### config.mk
export PLATFORM = sky130hd
export DESIGN_NAME = ps2_key_matrix_flat
export DESIGN_NICKNAME = d
export VERILOG_FILES = /design/src/rtl/ps2_key_matrix_if.sv /design/src/rtl/ps2_key_matrix.sv /design/src/flat_wrapper.sv
export SDC_FILE = /design/constraint.sdc
export NUM_CORES = 2
export LEC_CHECK = 0
export ABC_CLOCK_PERIOD_IN_PS = 8700
export BUFFER_PORTS_ARGS = -buffer_cell sky130_fd_sc_hd__buf_2
export CAP_MARGIN = 15
export CORE_MARGIN = 10
export CORE_UTILIZATION = 40
export DETAILED_ROUTE_END_ITERATION = 10
export GPL_ROUTABILITY_DRIVEN = 0
export MAX_ROUTING_LAYER = met4
export PLACE_DENSITY = 0.67
export SYNTH_ARGS = -nofsm -noshare
export SYNTH_HDL_FRONTEND = slang
export SYNTH_SLANG_ARGS = --single-unit
### constraint.sdc
create_clock -name clk -period 8.7 [get_ports clk]
set_clock_uncertainty 0.2 [all_clocks]
set_input_delay 2.175 -clock clk [delete_from_list [all_inputs] [get_ports clk]]
set_output_delay 2.175 -clock clk [all_outputs]
set_load 0.03 [all_outputs]
### src/rtl/ps2_key_matrix_if.sv
// Byte-receiver handshake and map-table write port of the PS/2 key matrix engine.
// The decoder instance uses the slave modport; whoever feeds bytes and programs the map uses master.
interface ps2_key_matrix_if #(
  parameter int unsigned ROWS = 8,
  parameter int unsigned COLS = 8
);
  localparam int unsigned WW = 2 + $clog2(ROWS) + $clog2(COLS);

  logic          rx_valid;
  logic [7:0]    rx_data;
  logic          rx_ready;
  logic          map_we;
  logic [8:0]    map_addr;
  logic [WW-1:0] map_wdata;
  logic          init_busy;

  modport master (
    output rx_valid, rx_data, map_we, map_addr, map_wdata,
    input  rx_ready, init_busy
  );

  modport slave (
    input  rx_valid, rx_data, map_we, map_addr, map_wdata,
    output rx_ready, init_busy
  );
endinterface

### src/rtl/ps2_key_matrix.sv
// PS/2 set-2 scancode decoder driving a row-selectable key matrix and modifier bits through a
// runtime-writable 512-entry {ext, code} map table.
module ps2_key_matrix #(
  parameter int unsigned ROWS       = 8,
  parameter int unsigned COLS       = 8,
  parameter int unsigned NMOD       = 3,
  parameter bit          ACTIVE_LOW = 1'b0
) (
  input  logic                clk,
  input  logic                reset,
  ps2_key_matrix_if.slave     bus,
  input  logic [ROWS-1:0]     sel,
  output logic [COLS-1:0]     odata,
  output logic [NMOD-1:0]     mods,
  output logic                key_event,
  output logic [8:0]          key_code,
  output logic                key_make
);
  localparam int unsigned RB = $clog2(ROWS);
  localparam int unsigned CB = $clog2(COLS);
  localparam int unsigned WW = 2 + RB + CB;

  typedef enum logic [2:0] {
    StInit, StIdle, StExt, StBrk, StExtBrk, StSkip, StLookup, StApply
  } state_e;

  state_e                     state_q, state_d;
  logic [8:0]                 init_cnt_q, init_cnt_d;
  logic [2:0]                 skip_q, skip_d;
  logic [8:0]                 pend_code_q, pend_code_d;
  logic                       pend_make_q, pend_make_d;
  logic [ROWS-1:0][COLS-1:0]  matrix_q, matrix_d;
  logic [NMOD-1:0]            mods_q, mods_d;
  logic                       key_event_q, key_event_d;
  logic [8:0]                 key_code_q, key_code_d;
  logic                       key_make_q, key_make_d;

  logic [WW-1:0]              table_mem [512];
  logic [WW-1:0]              entry_q;
  logic                       tbl_we;
  logic [8:0]                 tbl_waddr;
  logic [WW-1:0]              tbl_wdata;

  logic                       accept;
  logic [7:0]                 rx_byte;
  logic [1:0]                 kind;
  logic [RB-1:0]              row;
  logic [CB-1:0]              col;
  logic [COLS-1:0]            row_or;

  function automatic logic is_fake_shift(input logic [7:0] b);
    return (b == 8'h12) || (b == 8'h59);
  endfunction

  assign bus.rx_ready  = (state_q == StIdle) || (state_q == StExt) || (state_q == StBrk) ||
                         (state_q == StExtBrk) || (state_q == StSkip);
  assign bus.init_busy = (state_q == StInit);
  assign accept        = bus.rx_valid & bus.rx_ready;
  assign rx_byte       = bus.rx_data;

  assign kind = entry_q[WW-1 -: 2];
  assign row  = entry_q[CB +: RB];
  assign col  = entry_q[CB-1:0];

  always_comb begin
    state_d     = state_q;
    init_cnt_d  = init_cnt_q;
    skip_d      = skip_q;
    pend_code_d = pend_code_q;
    pend_make_d = pend_make_q;
    matrix_d    = matrix_q;
    mods_d      = mods_q;
    key_event_d = 1'b0;
    key_code_d  = key_code_q;
    key_make_d  = key_make_q;

    unique case (state_q)
      StInit: begin
        init_cnt_d = init_cnt_q + 9'd1;
        if (init_cnt_q == 9'd511) state_d = StIdle;
      end
      StIdle: begin
        if (accept) begin
          case (rx_byte)
            8'hE0: state_d = StExt;
            8'hF0: state_d = StBrk;
            8'hE1: begin
              skip_d  = 3'd7;
              state_d = StSkip;
            end
            // BAT completion or keyboard overrun: nothing can be trusted to be held any more.
            8'hAA, 8'hFC, 8'h00, 8'hFF: begin
              matrix_d = '0;
              mods_d   = '0;
            end
            8'hFA, 8'hFE: ;
            default: begin
              pend_code_d = {1'b0, rx_byte};
              pend_make_d = 1'b1;
              state_d     = StLookup;
            end
          endcase
        end
      end
      StExt: begin
        if (accept) begin
          if (rx_byte == 8'hF0) begin
            state_d = StExtBrk;
          end else if (is_fake_shift(rx_byte)) begin
            state_d = StIdle;
          end else begin
            pend_code_d = {1'b1, rx_byte};
            pend_make_d = 1'b1;
            state_d     = StLookup;
          end
        end
      end
      StBrk: begin
        if (accept) begin
          pend_code_d = {1'b0, rx_byte};
          pend_make_d = 1'b0;
          state_d     = StLookup;
        end
      end
      StExtBrk: begin
        if (accept) begin
          if (is_fake_shift(rx_byte)) begin
            state_d = StIdle;
          end else begin
            pend_code_d = {1'b1, rx_byte};
            pend_make_d = 1'b0;
            state_d     = StLookup;
          end
        end
      end
      StSkip: begin
        // Pause (E1 ...) has no break code; swallow its remaining seven bytes.
        if (accept) begin
          skip_d = skip_q - 3'd1;
          if (skip_q == 3'd1) state_d = StIdle;
        end
      end
      StLookup: state_d = StApply;
      StApply: begin
        key_event_d = 1'b1;
        key_code_d  = pend_code_q;
        key_make_d  = pend_make_q;
        case (kind)
          2'b01: matrix_d[row][col] = pend_make_q;
          2'b10: begin
            for (int unsigned m = 0; m < NMOD; m++) begin
              if (col == CB'(m)) mods_d[m] = pend_make_q;
            end
          end
          default: ;
        endcase
        state_d = StIdle;
      end
      default: state_d = StInit;
    endcase
  end

  always_ff @(posedge clk or posedge reset) begin
    if (reset) begin
      state_q     <= StInit;
      init_cnt_q  <= '0;
      skip_q      <= '0;
      pend_code_q <= '0;
      pend_make_q <= 1'b0;
      matrix_q    <= '0;
      mods_q      <= '0;
      key_event_q <= 1'b0;
      key_code_q  <= '0;
      key_make_q  <= 1'b0;
    end else begin
      state_q     <= state_d;
      init_cnt_q  <= init_cnt_d;
      skip_q      <= skip_d;
      pend_code_q <= pend_code_d;
      pend_make_q <= pend_make_d;
      matrix_q    <= matrix_d;
      mods_q      <= mods_d;
      key_event_q <= key_event_d;
      key_code_q  <= key_code_d;
      key_make_q  <= key_make_d;
    end
  end

  // Clearing owns the write port during INIT; host writes are dropped there.
  always_comb begin
    tbl_we    = bus.map_we;
    tbl_waddr = bus.map_addr;
    tbl_wdata = bus.map_wdata;
    if (state_q == StInit) begin
      tbl_we    = 1'b1;
      tbl_waddr = init_cnt_q;
      tbl_wdata = '0;
    end
  end

  // Read and write share an edge, so a same-address write during LOOKUP yields the old entry.
  always_ff @(posedge clk) begin
    if (tbl_we) table_mem[tbl_waddr] <= tbl_wdata;
    if (state_q == StLookup) entry_q <= table_mem[pend_code_q];
  end

  always_comb begin
    row_or = '0;
    for (int unsigned r = 0; r < ROWS; r++) begin
      if (sel[r] != ACTIVE_LOW) row_or = row_or | matrix_q[r];
    end
    odata = row_or ^ {COLS{ACTIVE_LOW}};
  end

  assign mods      = mods_q ^ {NMOD{ACTIVE_LOW}};
  assign key_event = key_event_q;
  assign key_code  = key_code_q;
  assign key_make  = key_make_q;
endmodule

### src/flat_wrapper.sv
// flat-port wrapper written by rule: the top's interface ports become plain ports
module ps2_key_matrix_flat 
#(
  parameter int unsigned ROWS       = 8,
  parameter int unsigned COLS       = 8,
  parameter int unsigned NMOD       = 3,
  parameter bit          ACTIVE_LOW = 1'b0
)
  (clk, reset, sel, odata, mods, key_event, key_code, key_make, bus_rx_valid, bus_rx_data, bus_map_we, bus_map_addr, bus_map_wdata, bus_rx_ready, bus_init_busy);
  ps2_key_matrix_if #(.ROWS(ROWS), .COLS(COLS)) bus_i ();
  input  logic clk;
  input  logic reset;
  input  logic [ROWS-1:0] sel;
  output logic [COLS-1:0] odata;
  output logic [NMOD-1:0] mods;
  output logic key_event;
  output logic [8:0] key_code;
  output logic key_make;
  input wire logic [$bits(bus_i.rx_valid)-1:0] bus_rx_valid;
  input wire logic [$bits(bus_i.rx_data)-1:0] bus_rx_data;
  input wire logic [$bits(bus_i.map_we)-1:0] bus_map_we;
  input wire logic [$bits(bus_i.map_addr)-1:0] bus_map_addr;
  input wire logic [$bits(bus_i.map_wdata)-1:0] bus_map_wdata;
  output wire logic [$bits(bus_i.rx_ready)-1:0] bus_rx_ready;
  output wire logic [$bits(bus_i.init_busy)-1:0] bus_init_busy;
  assign bus_i.rx_valid = bus_rx_valid;
  assign bus_i.rx_data = bus_rx_data;
  assign bus_i.map_we = bus_map_we;
  assign bus_i.map_addr = bus_map_addr;
  assign bus_i.map_wdata = bus_map_wdata;
  assign bus_rx_ready = bus_i.rx_ready;
  assign bus_init_busy = bus_i.init_busy;
  ps2_key_matrix #(.ROWS(ROWS), .COLS(COLS), .NMOD(NMOD), .ACTIVE_LOW(ACTIVE_LOW)) u_core (.clk(clk), .reset(reset), .bus(bus_i), .sel(sel), .odata(odata), .mods(mods), .key_event(key_event), .key_code(key_code), .key_make(key_make));
endmodule
# Word-level counts from Yosys, hierarchy flattened
# Memories as Yosys holds them, arrays and structs flattened. A register that Yosys moved wholly into a read port is not among the register bits.
# Cells that the tools add are included.
totals:
  ff_bits: 103
  mem_bits_rw: 4096
  n_memories: 1
memory_table:
  columns: ["memory", "words", "word_bits", "rd", "rd_clocked_by_memory_dff", "write_ports", "line_no", "source"]
  rows:
  - ["u_core.table_mem", 512, 8, 1, 1, 1, "ps2_key_matrix.sv:38", "logic [WW-1:0] table_mem [512];"]
classes:
  n_addsub: 2
  n_lt_le_gt_ge: 4
  eq_ne: 42
  mux: 62
  n_bitwise: 8
  n_reduce_logical: 24
ops:
  columns: ["cell", "n"]
  rows:
  - ["2-to-1 mux 64 bit", 3]
  - ["case mux 64 bit (2 select lines)", 1]
  - ["2-to-1 mux 8 bit", 10]
  - ["2-to-1 mux 9 bit", 8]
  - ["bitwise mux 64 bit", 1]
  - ["== test 8 bit, second input constant", 8]
  - ["OR 8 bit", 7]
  - ["2-to-1 mux 3 bit", 15]
  - ["case mux 9 bit (4 select lines)", 1]
  - ["demux 8 bit (select 3 bit)", 1]
  - ["case mux 3 bit (8 select lines)", 1]
  - ["!= test 2 x 1 -> 1 bit, second input constant", 10]
  - ["!= test 2 bit, second input constant", 9]
  - ["2-to-1 mux 1 bit", 16]
  - ["AND reduction 5 bit", 3]
  - ["== test 3 bit, second input constant", 4]
  - ["case mux 3 bit (2 select lines)", 2]
  - ["case mux 3 bit (4 select lines)", 1]
  - ["adder 9 x 1 -> 9 bit, second input constant", 1]
  - ["== test 3 x 1 -> 1 bit, second input constant", 3]
  - ["== test 3 x 2 -> 1 bit, second input constant", 3]
  - ["== test 9 bit, second input constant", 1]
  - ["AND reduction 9 bit", 1]
  - ["OR reduction 9 bit", 1]
  - ["other kinds (21)", 31]

# Longest topological paths before layout
depth:
  ltp_word: 15
  ltp_mapped: 14
  mapped_depth_nobuf: 10

# Worst setup path before layout
# No wires, ideal clock.
synth_timing:
  path_kind: "input-to-reg"
  startpoint: "in bus_map_wdata[0]"
  endpoint: "mem u_core.table_mem[0][0] in the netlist's numbering (data pin)"
  arrival_ns: 8.583
  required_ns: 6.964
  path_slack_ns: -1.620
  path_stages: 1
  path_buffers: 0
  cell_sequence: "and2_1"
synth_between:
  elab_chain_cells: 1
synth_lines:
  columns: ["element", "line_no", "source"]
  rows:
  - ["start: declaration", "flat_wrapper.sv:23", "input wire logic [$bits(bus_i.map_wdata)-1:0] bus_map_wdata;"]
  - ["2-to-1 mux 8 bit", "ps2_key_matrix.sv:194", "if (state_q == StInit) begin"]
  - ["end: declaration", "ps2_key_matrix.sv:38", null]
# No other way between the ends.

# Worst setup path in the final report
layout_timing:
  startpoint: "reg u_core.state_q[2]"
  endpoint: "out bus_rx_ready"
layout_between:
  elab_chain_cells: 5
  word_cells_on_any_way: 9
  classes_between: "eq/ne (5); reduce/logical (4)"
layout_lines:
  columns: ["element", "line_no", "source"]
  rows:
  - ["start: declaration", "ps2_key_matrix.sv:27", "state_e state_q, state_d;"]
  - ["start signal: assignment", "ps2_key_matrix.sv:165", "state_q <= StInit;"]
  - ["start signal: assignment", "ps2_key_matrix.sv:176", "state_q <= state_d;"]
  - ["== test 3 x 1 -> 1 bit / == test 3 x 2 -> 1 bit (equally long branches)", "ps2_key_matrix.sv:55", "assign bus.rx_ready = (state_q == StIdle) || (state_q == StExt) || (state_q == StBrk) ||"]
  - ["logical OR 1 bit (3 in a row)", "ps2_key_matrix.sv:55", null]
  - ["logical OR 1 bit *", "ps2_key_matrix.sv:56", "(state_q == StExtBrk) || (state_q == StSkip);"]
  - ["end: declaration", "flat_wrapper.sv:24", "output wire logic [$bits(bus_i.rx_ready)-1:0] bus_rx_ready;"]
# Every way passes the cells marked *; elsewhere a longest branch is shown, timed or not.

==> flow_metrics.env <==
export IMPL_cts_hold_buf=0
export IMPL_crit_type="reg2out"
export IMPL_critPathLaunchType="flop"
export IMPL_cts_inserted_buffers=397
export IMPL_report_power_total_mw=59.1
export IMPL_cts_resized=0
export IMPL_busiest_layer="met2"
export IMPL_grt_overflow=0
export IMPL_gr_usage_met3_pct=4.27
export IMPL_yosysWarnings=0
export IMPL_row_count=237
export IMPL_synthTopCellsByArea="edfxtp_1, mux4_2, mux2i_1"
export IMPL_mappedNetlistArea_um2=167000
export IMPL_rsz0062_at_grt="no"
export IMPL_finalMaxSlewViolations=56
export IMPL_drt_iter0_markers=13547
export IMPL_vias_per_cell=6.14
export IMPL_ys_top_cells_by_count="edfxtp_1, mux2i_1, mux4_2"
export IMPL_cts_clk_slew_worst_paths_ps=60
export IMPL_hold_class="reg2reg"
export IMPL_met2_usage_pct=31.1
export IMPL_hold_violations=0
export IMPL_vias=89584
export IMPL_critical_path_max_stage_delay_ps=850
export IMPL_synth_seq_cells=4207
export IMPL_grt_max_degree=187
export IMPL_synth_nets=8763
export IMPL_wl_per_cell_um=31.3
export IMPL_drc=0
export IMPL_die_x_um=666
export IMPL_endpoint_kind="output port"
export IMPL_core_area_um2=416000
export IMPL_syn_instance_count=8722
export IMPL_clock_path_buffers=4
export IMPL_portBuffers=60
export IMPL_ir_drop_mv=0.291
export IMPL_status="complete, but fails checks"
export IMPL_ant_nets=0
export IMPL_synth_largest_area_cell="edfxtp_1"
export IMPL_dp_final_hpwl_um=267000
export IMPL_p_per_area_nw_per_um2=319
export IMPL_stdcell_count=14599
export IMPL_period_share_pct=71.5
export IMPL_setup_viol=0
export IMPL_period_needed_ps=6220
export IMPL_yosysSeqAreaShare_pct=75.3
export IMPL_place_inst=13863
export IMPL_fmax_mhz=161
export IMPL_grt_pass1_vias=86909
export IMPL_worst_endpoint_arrival_ps=3840
export IMPL_yosys_area_top_type_share_pct=73.8
export IMPL_synthFlopType="edfxtp_1"
export IMPL_clock_sinks=4207
export IMPL_cts_max_level=5
export IMPL_track_usage_pct=20.4
export IMPL_cts_setup_buffers=0
export IMPL_antenna_found_initial=24
export IMPL_drt_total_wl_um=457000
export IMPL_area_growth_pct=10.8
export IMPL_synth_edf_count=4104
export IMPL_worstPathRequired_ps=6330
export IMPL_crit_fanout=31
export IMPL_clk_latency_ps=930
export IMPL_start_util_pct=40.1
export IMPL_max_slew_margin_pct=-3.06
export IMPL_p_leak_nw=58.4
export IMPL_die_area_um2=444000
export IMPL_async_flop_share_pct=2.45
export IMPL_synth_cell_types=90
export IMPL_final_util_pct=44.5
export IMPL_cts_tree="built"
export IMPL_crit_path_top_delay_cell="dfrtp_1"
export IMPL_first_pass_iters=8
export IMPL_worstMarginPinSlew_ps=1550
export IMPL_die_h_um=666
export IMPL_ios=61
export IMPL_fin_nets=8806
export IMPL_root_buffer="clkbuf_16"
export IMPL_syn_avg_cell_area_um2=19.2
export IMPL_use_met1_pct=27.2
export IMPL_yosysMostFrequentCell="edfxtp_1"
export IMPL_maxCapViolations=0
export IMPL_drive_above_1_share_pct=17.0
export IMPL_violations="max-slew violations"
export IMPL_critical_path_cell_chain="or3_1 -> inv_2 -> a21oi_1 -> buf_2"
export IMPL_grt_pass1_wl_um=652000
## state kept, by name, summed over array words and instances, names as in the netlist, 8 cells and up
register and flops:
u_core.table_mem 4096, u_core.init_cnt_q 9, u_core.pend_code_q 9, u_core.matrix_q 64, u_core.entry_q 8, u_core.key_code 9
## stage by stage
step / hold slack (ps) / area, µm² / TNS [ps] / setup slack, ps
after global routing: 291 / 185000 / 0 / 2240
after detailed placement: 262 / 172000 / 0 / 2700
after floorplan: 268 / 167000 / -6634380 / -1620
final: 273 / 185000 / 0 / 2480
after CTS: 277 / 185000 / 0 / 2520
after global placement: 255 / 172000 / 0 / 2470
## placed cells by master (no fill, tap or decap), types with 168 or more instances in the layout
cell / synthesis / layout
nor2_1: 625 / 625
clkbuf_16: 0 / 406
edfxtp_1: 4104 / 4104
nand2_1: 201 / 184
o22ai_1: 181 / 181
mux4_2: 647 / 647
o221ai_1: 294 / 294
a21oi_1: 242 / 242
o21ai_0: 169 / 168
mux2i_1: 784 / 784
## worst max-delay path: cells and delay by family, from the launching register on
| kind | cells | cell delay (ps) |
|---|---|---|
| and+or+nand+nor | 1 | 750 |
| DFF | 1 | 850 |
| AOI/OAI and AO/OA | 1 | 550 |
| buffers and inverters | 2 | 760 |
## path summary, 6_finish.rpt
kind	startpoint	to	slack, ps	cells past startpoint
worst max-delay path	u_core.state_q[2]	bus_rx_ready	2480	4
worst min-delay path	u_core.key_code[8]	u_core.key_code[8]	270	2
worst max register to register	u_core.pend_code_q[0]	u_core.entry_q[3]	2580	10
worst min register to register	u_core.key_code[8]	u_core.key_code[8]	270	2
max in group asynchronous	reset	u_core.pend_code_q[3]	5760	3
min in group asynchronous	reset	u_core.matrix_q[46]	1050	2
## report_power, final
| part | leakage, nW | total [mW] | internal, mW | switching (mW) |
|---|---|---|---|---|
| Clock | 6.17 | 17.1 | 9.67 | 7.43 |
| Sequential | 38.4 | 24.0 | 23.6 | 0.355 |
| Combinational | 13.9 | 18.0 | 5.99 | 12.0 |
| Total | 58.4 | 59.1 | 39.3 | 19.8 |
## cell families (layout without fill, tap and decap cells)
logic type,count (synthesis),after routing,share of synthesized area [%]
flops,4207,4207,75.3
compound gates,1248,1248,5.18
other cells,0,24,0
xor+xnor,8,8,0.0419
buf+inv,610,966,2.37
simple gates,1151,1151,3.07
fa+ha+maj,4,4,0.0300
mux,1494,1494,14.0
## metal layers
layer	up-vias	wire, µm
li1	36146	-
met1	46446	174000
met2	6035	214000
met3	957	49400
met4	0	19000
met5	-	0
## final cells by class
cell class	instances	area, µm²
clock buffer	477	10400
sequential	4207	126000
inverter	18	85.1
timing repair buffer	236	2130
antenna	24	60.1
clock inverter	235	2230
multi-input combinational	3905	37500
fill	34779	231000
tap	5497	6880
No activity file was read; power rests on OpenSTA's default activity.
